[config.mk]
export PLATFORM = sky130hd
export DESIGN_NAME = cplx_addsub_pipe
export DESIGN_NICKNAME = d
export VERILOG_FILES = /design/src/rtl/cplx_addsub_pipe.sv
export SDC_FILE = /design/constraint.sdc
export NUM_CORES = 1
export LEC_CHECK = 0
export CAP_MARGIN = 20
export CORE_MARGIN = 5
export CORE_UTILIZATION = 55
export CTS_BUF_LIST = sky130_fd_sc_hd__clkbuf_8
export CTS_CLUSTER_DIAMETER = 80
export DETAILED_ROUTE_END_ITERATION = 7
export GPL_TIMING_DRIVEN = 0
export PLACE_DENSITY_LB_ADDON = 0.2
export SLEW_MARGIN = 20
export SYNTH_ARGS = -nofsm -noshare
export SYNTH_HDL_FRONTEND = slang
export SYNTH_SLANG_ARGS = --single-unit
[constraint.sdc]
create_clock -name clk -period 8.83 [get_ports clk]
set_input_delay 1.3245 -clock clk [delete_from_list [all_inputs] [get_ports clk]]
set_output_delay 1.3245 -clock clk [all_outputs]
set_load 0.05 [all_outputs]
[src/rtl/cplx_addsub_pipe.sv]
// Two-stage complex add/sub on packed {re, im} signed parts.
// Stage 1 holds operands; stage 2 holds the result, its overflow flags and the accumulator.
module cplx_addsub_pipe #(
  parameter int PART_LEN = 8
) (
  input  logic                  clk,
  input  logic                  rst,
  input  logic                  in_valid,
  output logic                  in_ready,
  input  logic [2*PART_LEN-1:0] a,
  input  logic [2*PART_LEN-1:0] b,
  input  logic [1:0]            op,
  input  logic                  sat,
  input  logic                  acc_clr,
  output logic                  out_valid,
  input  logic                  out_ready,
  output logic [2*PART_LEN-1:0] res,
  output logic [1:0]            ovf
);

  localparam int W  = 2 * PART_LEN;
  localparam int EW = PART_LEN + 1;

  localparam logic [1:0] OP_ADD  = 2'b00;
  localparam logic [1:0] OP_SUB  = 2'b01;
  localparam logic [1:0] OP_CONJ = 2'b10;
  localparam logic [1:0] OP_ACC  = 2'b11;

  typedef logic [PART_LEN-1:0] part_t;
  typedef logic [EW-1:0]       ext_t;

  typedef struct packed {
    logic [W-1:0] a;
    logic [W-1:0] b;
    logic [1:0]   op;
    logic         sat;
    logic         clr;
  } s1_t;

  function automatic ext_t ext_addsub(part_t x, part_t y, logic sub);
    ext_t xe;
    ext_t ye;
    xe = {x[PART_LEN-1], x};
    ye = {y[PART_LEN-1], y};
    return sub ? (xe - ye) : (xe + ye);
  endfunction

  function automatic logic part_ovf(ext_t e);
    return e[EW-1] ^ e[EW-2];
  endfunction

  // The sign of the exact sum picks the rail: 100..0 or 011..1
  function automatic part_t clamp(ext_t e, logic sat_on);
    part_t lim;
    lim = {e[EW-1], {(PART_LEN-1){~e[EW-1]}}};
    return (sat_on && part_ovf(e)) ? lim : e[PART_LEN-1:0];
  endfunction

  s1_t          s1_q;
  logic         s1_valid;
  logic         s2_valid;
  logic         s2_free;
  logic         s1_adv;
  logic         accept;
  logic [W-1:0] acc_q;
  logic [W-1:0] res_q;
  logic [1:0]   ovf_q;

  part_t        x_re;
  part_t        x_im;
  part_t        y_re;
  part_t        y_im;
  part_t        base_re;
  part_t        base_im;
  logic         re_sub;
  logic         im_sub;
  logic         use_acc;
  ext_t         e_re;
  ext_t         e_im;
  logic [W-1:0] nres;
  logic [1:0]   novf;

  assign s2_free  = !s2_valid || out_ready;
  assign s1_adv   = s1_valid && s2_free;
  assign in_ready = !s1_valid || s2_free;
  assign accept   = in_valid && in_ready;

  always_comb begin
    re_sub  = 1'b0;
    im_sub  = 1'b0;
    use_acc = 1'b0;
    unique case (s1_q.op)
      OP_ADD: ;
      OP_SUB: begin
        re_sub = 1'b1;
        im_sub = 1'b1;
      end
      OP_CONJ: im_sub = 1'b1;
      OP_ACC:  use_acc = 1'b1;
      default: ;
    endcase
  end

  assign base_re = s1_q.clr ? '0 : acc_q[W-1:PART_LEN];
  assign base_im = s1_q.clr ? '0 : acc_q[PART_LEN-1:0];

  assign x_re = use_acc ? base_re : s1_q.a[W-1:PART_LEN];
  assign x_im = use_acc ? base_im : s1_q.a[PART_LEN-1:0];
  assign y_re = s1_q.b[W-1:PART_LEN];
  assign y_im = s1_q.b[PART_LEN-1:0];

  assign e_re = ext_addsub(x_re, y_re, re_sub);
  assign e_im = ext_addsub(x_im, y_im, im_sub);

  assign nres = {clamp(e_re, s1_q.sat), clamp(e_im, s1_q.sat)};
  assign novf = {part_ovf(e_re), part_ovf(e_im)};

  always_ff @(posedge clk) begin
    if (accept) begin
      s1_q <= '{a: a, b: b, op: op, sat: sat, clr: acc_clr};
    end
  end

  always_ff @(posedge clk) begin
    if (rst) begin
      s1_valid <= 1'b0;
      s2_valid <= 1'b0;
      acc_q    <= '0;
      res_q    <= '0;
      ovf_q    <= '0;
    end else begin
      if (in_ready) begin
        s1_valid <= in_valid;
      end
      if (s2_free) begin
        s2_valid <= s1_valid;
      end
      if (s1_adv) begin
        res_q <= nres;
        ovf_q <= novf;
      end
      // Next op=11 in stage 1 sees this value immediately, no bubble
      if (s1_adv && use_acc) begin
        acc_q <= nres;
      end else if (s1_adv && s1_q.clr) begin
        acc_q <= '0;
      end
    end
  end

  assign out_valid = s2_valid;
  assign res       = res_q;
  assign ovf       = ovf_q;

endmodule
==> out/qor.txt <==
drt wl/cell -> 15.5 µm
post-route ant nets -> 0
Max Cap Viol -> 0
Iter 0 DRT Violations -> 127
core area -> 7290 µm²
gpl congestion -> 0.872
routed length on met2 -> 4260 µm
Initial Util -> 0.565
hold path cells -> 2
syn nets -> 482
commonest non-fill, non-tap cell in the layout -> clkdlybuf4s50_1
setup tns final -> 0 ns
HP Start -> acc_q[3]
layout cells sized above 1 -> 0.0970
IO Port Bufs -> 58
H-tree levels -> 3
EDFF count, synth -> 36
Avg Cell Area, Syn -> 9.82 µm²
status -> complete, no violations
Yosys warnings -> 0
Final Critical Period -> 4.16 ns
CTS root buf -> clkbuf_8
Residual DRC -> 0
IO Pins -> 60
fin. max-slew vios -> 0
met1 WL -> 4300 µm
routed vias -> 3276
Die Ht -> 96.6 µm
Crit Path Class -> in -> out
Synth cell types -> 67
R2R cell count -> 13
Yosys top cell area share -> 0.262
top routing layer in use -> met4
post-CTS setup buffer count -> 0
Seq cells post-synth -> 72
Worst setup SP type -> input port
power density over cell area -> 201 nW/µm²
Critical R2R Capture -> res[11]
total gr overflow -> 0
dpl hpwl -> 7270 µm
Post-Synthesis Cells -> 420
# rows -> 31
pre-CTS setup slack -> 4.67 ns
peak supply drop -> 0.000119 V
unrepaired setup endpoints after global routing -> false
largest net degree at the start of global routing -> 36
WP data arrival -> 2.84 ns
Worst-path clk slew -> 0.07 ns
Hold Buf Count CTS -> 0
leakage -> 1.88 nW
post-route setup slack -> 4.67 ns
Min-Delay Endpoint -> acc_q[3]
worst-path fanout max -> 5
Area contributors post-synth -> edfxtp_1 (26%), dfxtp_1 (17%), ha_1 (6.1%)
async set-reset flop share out of synthesis -> 0
final setup vio count -> 0
initial antenna violation count -> 0
DRT Pass-1 Iters -> 4
Hold WC Path Type -> reg -> reg
Worst slew margin -> 0.541
Routed Wire Length -> 9240 µm
most frequent cells in the layout -> clkdlybuf4s50_1 (58), nand2_1 (51), nor2_1 (40)
CTS max path bufs -> 2
GRT Total Usage -> 0.213
main flop type after synthesis -> edfxtp_1
Die ar. -> 9330 µm²
final net count -> 552
Worst Setup End Kind -> output pin
skew final -> 0.00975 ns
Least-Margin Pin Slew -> 0.686 ns
Synth area leader -> edfxtp_1
Netlist Area Pre-Place -> 4120 µm²
Die Width -> 96.6 µm
post-CTS sizing -> 0
total CTS buffers -> 9
CTS tree -> built
Period Utilization, post-route -> 0.471
CP required -> 7.51 ns
fmax -> 240 MHz
vias per cell -> 5.52
first-pass GRT wire length -> 15300 µm
register area share after synthesis -> 0.437
number of diodes -> 0
Clock Latency Late Sink -> 0.33 ns
# clock sinks -> 72
Final Hold Vio Count -> 0
r2r setup slk -> 5.33 ns
RR Startpoint -> s1_q[2]
vias in the first global route -> 3278
routed length on met3 -> 539 µm
Area Growth Syn to Fin -> 22.1%
==> kinds of logic after synthesis <==
| group | after synthesis | synth area share |
|---|---|---|
| muxes | 2 | 0.00516 |
| AOI/OAI and AO/OA | 134 | 0.242 |
| DFF | 72 | 0.437 |
| adders and majority gates | 22 | 0.0704 |
| and+or+nand+nor | 125 | 0.141 |
| xor gates and xnor gates | 28 | 0.0613 |
| buffers and inverters | 37 | 0.0428 |
==> worst max-delay path, cell delays in order <==
cell and delay (ns):
clkdlybuf4s50_1 0.41, nor2b_1 0.28, nand2_1 0.10, clkdlybuf4s50_1 0.71
==> metrics by stage <==
stage	power, mW	util	cell area, µm²	hold slack [ns]	cells
2_1_floorplan	0.672	-	4120	0.425	420
3_3_place_gp	0.766	0.662	4830	0.444	577
6_report	1.01	0.690	5030	0.468	594
3_5_place_dp	0.776	0.665	4850	0.445	578
4_1_cts	1.01	0.690	5030	0.459	594
5_1_grt	1.06	0.690	5030	0.477	594
==> sequential cells by signal (all words and copies together), names as in the netlist <==
name       cells
s1_q          36
ovf            2
s1_valid       1
res           16
out_valid      1
acc_q         16
==> layout make-up <==
class | instances | area, µm²
Clock inverter | 4 | 18.8
Timing Repair Buffer | 59 | 601
Buffer | 20 | 113
Multi-Input combinational cell | 311 | 2150
Tap cell | 99 | 124
Clock buffer | 12 | 165
Sequential cell | 72 | 1800
Inverter | 17 | 63.8
Fill cell | 594 | 2260
==> routing by layer <==
layer  vias to the layer above  track usage
li1                       1675            -
met1                      1494        0.281
met2                        93        0.344
met3                        14       0.0411
met4                         0       0.0841
met5                         -            0
==> power breakdown <==
| group | internal (mW) | leakage (nW) | total (mW) | switching, mW |
|---|---|---|---|---|
| clock | 0.123 | 0.103 | 0.239 | 0.116 |
| combinational | 0.148 | 1.13 | 0.376 | 0.228 |
| sequential | 0.379 | 0.646 | 0.395 | 0.0166 |
==> cells in the mapped netlist (3+ instances only) <==
master / instances
a211o_1: 4
a21o_1: 3
a21oi_1: 25
a21oi_2: 3
a22o_1: 5
a31oi_1: 5
a32oi_1: 3
buf_2: 3
buf_4: 3
buf_6: 3
clkbuf_1: 10
dfxtp_1: 36
edfxtp_1: 36
ha_1: 20
inv_1: 17
nand2_1: 51
nand2b_1: 4
nand3_1: 7
nor2_1: 40
nor2b_1: 4
nor3_1: 3
o211ai_1: 5
o21a_1: 4
o21ai_0: 22
o21ai_1: 5
o221ai_1: 7
o2bb2ai_1: 12
o31ai_1: 4
o31ai_2: 3
xnor2_1: 18
xor2_1: 9
==> worst max-delay path by stage <==
stage	from	end
after floorplan	out_ready	in_ready
after global placement	out_ready	in_ready
after detailed placement	out_ready	in_ready
after CTS	out_ready	in_ready
after global routing	out_ready	in_ready
final	out_ready	in_ready
Note: power is estimated with default switching activity, not from simulation.
==> patch: new RTL, same flow settings <==
Put one more register stage on the output `ovf`, with the module's reset. The value now appears one clock later. The other outputs are not delayed to match.
--- a/src/rtl/cplx_addsub_pipe.sv
+++ b/src/rtl/cplx_addsub_pipe.sv
@@ -151,5 +151,11 @@
   assign out_valid = s2_valid;
   assign res       = res_q;
-  assign ovf       = ovf_q;
+  always_ff @(posedge clk) begin
+    if (rst) begin
+      ovf <= '0;
+    end else begin
+      ovf <= ovf_q;
+    end
+  end
 
 endmodule
Function: changed (Yosys sat finds a counterexample within 4 cycles, from zero or initial values and one cycle with rst high).
==> patch against the unedited design <==
- total power fell by 2.6%
- via count shrank 6.9%
- global-route usage decreased by 0.83 points
- sequential cell count rose by 2
- combinational power is 17% lower
- worst setup slack better by 30 ps
- count of clock-buffer cells in the layout down 1
- area after synthesis down 6.2%
- cell area fell by 4.8%
- wire length is 9.1% lower
==> patch: results (changes against the unedited design) <==
| Metric | Value |
|---|---|
| Met2 routed WL | 3930 µm (-7.7%) |
| Share of cells above drive strength 1 | 0.0724 (-0.0246) |
| Seq/total area | 0.384 (+0.0263) |
| GR Util met1 | 0.269 (-0.0121) |
| Clk_lat worst skew | 350 ps (+20 ps) |
| Multi-input gates | 268 (-14%) |
| Number of distinct library cells after synthesis | 58 (-13%) |
| Finished Layout Cells | 538 (-9.4%) |
| Total GRT Usage | 0.204 (-0.00829) |
| Dpl cells | 522 (-9.7%) |
| Avg Inst Size Synth | 10.5 µm² (+7.4%) |
| Nonclk buf count | 72 (-8.9%) |
| Met2 Resource Use GR | 0.333 (-0.0107) |
| Fillers | 538 (-9.4%) |
| Pleak | 1.74 nW (-7.3%) |
| Hpwl dp | 6470 µm (-11%) |
| First-pass GRT wire length | 14100 µm (-7.9%) |
| Relative slew slack | 0.498 (-0.0436) |
| Met3 usage | 0.0473 (+0.00622) |
| Worst Path Arrival | 2810 ps (-30 ps) |
| First DRT Iteration DRCs | 233 (+83%) |
| Routability cong. | 0.889 (+1.9%) |
| Metal3 WL | 623 µm (+16%) |
| Synth cell count leaders | dfxtp_1, edfxtp_1, nand2_1, nor2_1 |
| Synth Net Count | 429 (-11%) |
| Worst Skew | 8.37 ps (-1.37 ps) |
| Inverter count | 12 (-5) |
| Fmax | 0.242 GHz (+0.73%) |
| Max VDD drop | 0.000167 V (+41%) |
| Data buffer area share | 0.137 (-0.00464) |
| Status | finished clean |
| P_sw | 0.329 mW (-9.1%) |
==> patch: kinds of logic after synthesis <==
logic type,share of synthesized area
AO/OA/AOI/OAI,0.218
XOR/XNOR,0.0744
adder cells (fa/ha/maj),0.0751
buffers and inverters,0.0262
flip-flops,0.476
multiplexers,0.0110
AND/OR/NAND/NOR,0.119
==> patch: metrics by stage <==
step | util | hold slack [ps] | worst slack, ps | power, mW | cell area, µm²
after global placement | 0.669 | 446 | 4720 | 0.713 | 4570
after CTS | 0.701 | 458 | 4710 | 0.988 | 4790
after detailed placement | 0.672 | 448 | 4710 | 0.720 | 4590
after floorplan | - | 425 | 5580 | 0.630 | 3870
final | 0.701 | 455 | 4700 | 0.984 | 4790
after global routing | 0.701 | 484 | 4520 | 1.04 | 4790
==> patch: worst paths after layout <==
path	to	slack, ps	cells after the start
worst max-delay path	in_ready	4700	4
worst min-delay path	res[7]	460	2
worst max register to register	acc_q[14]	4830	11
worst min register to register	res[7]	460	2
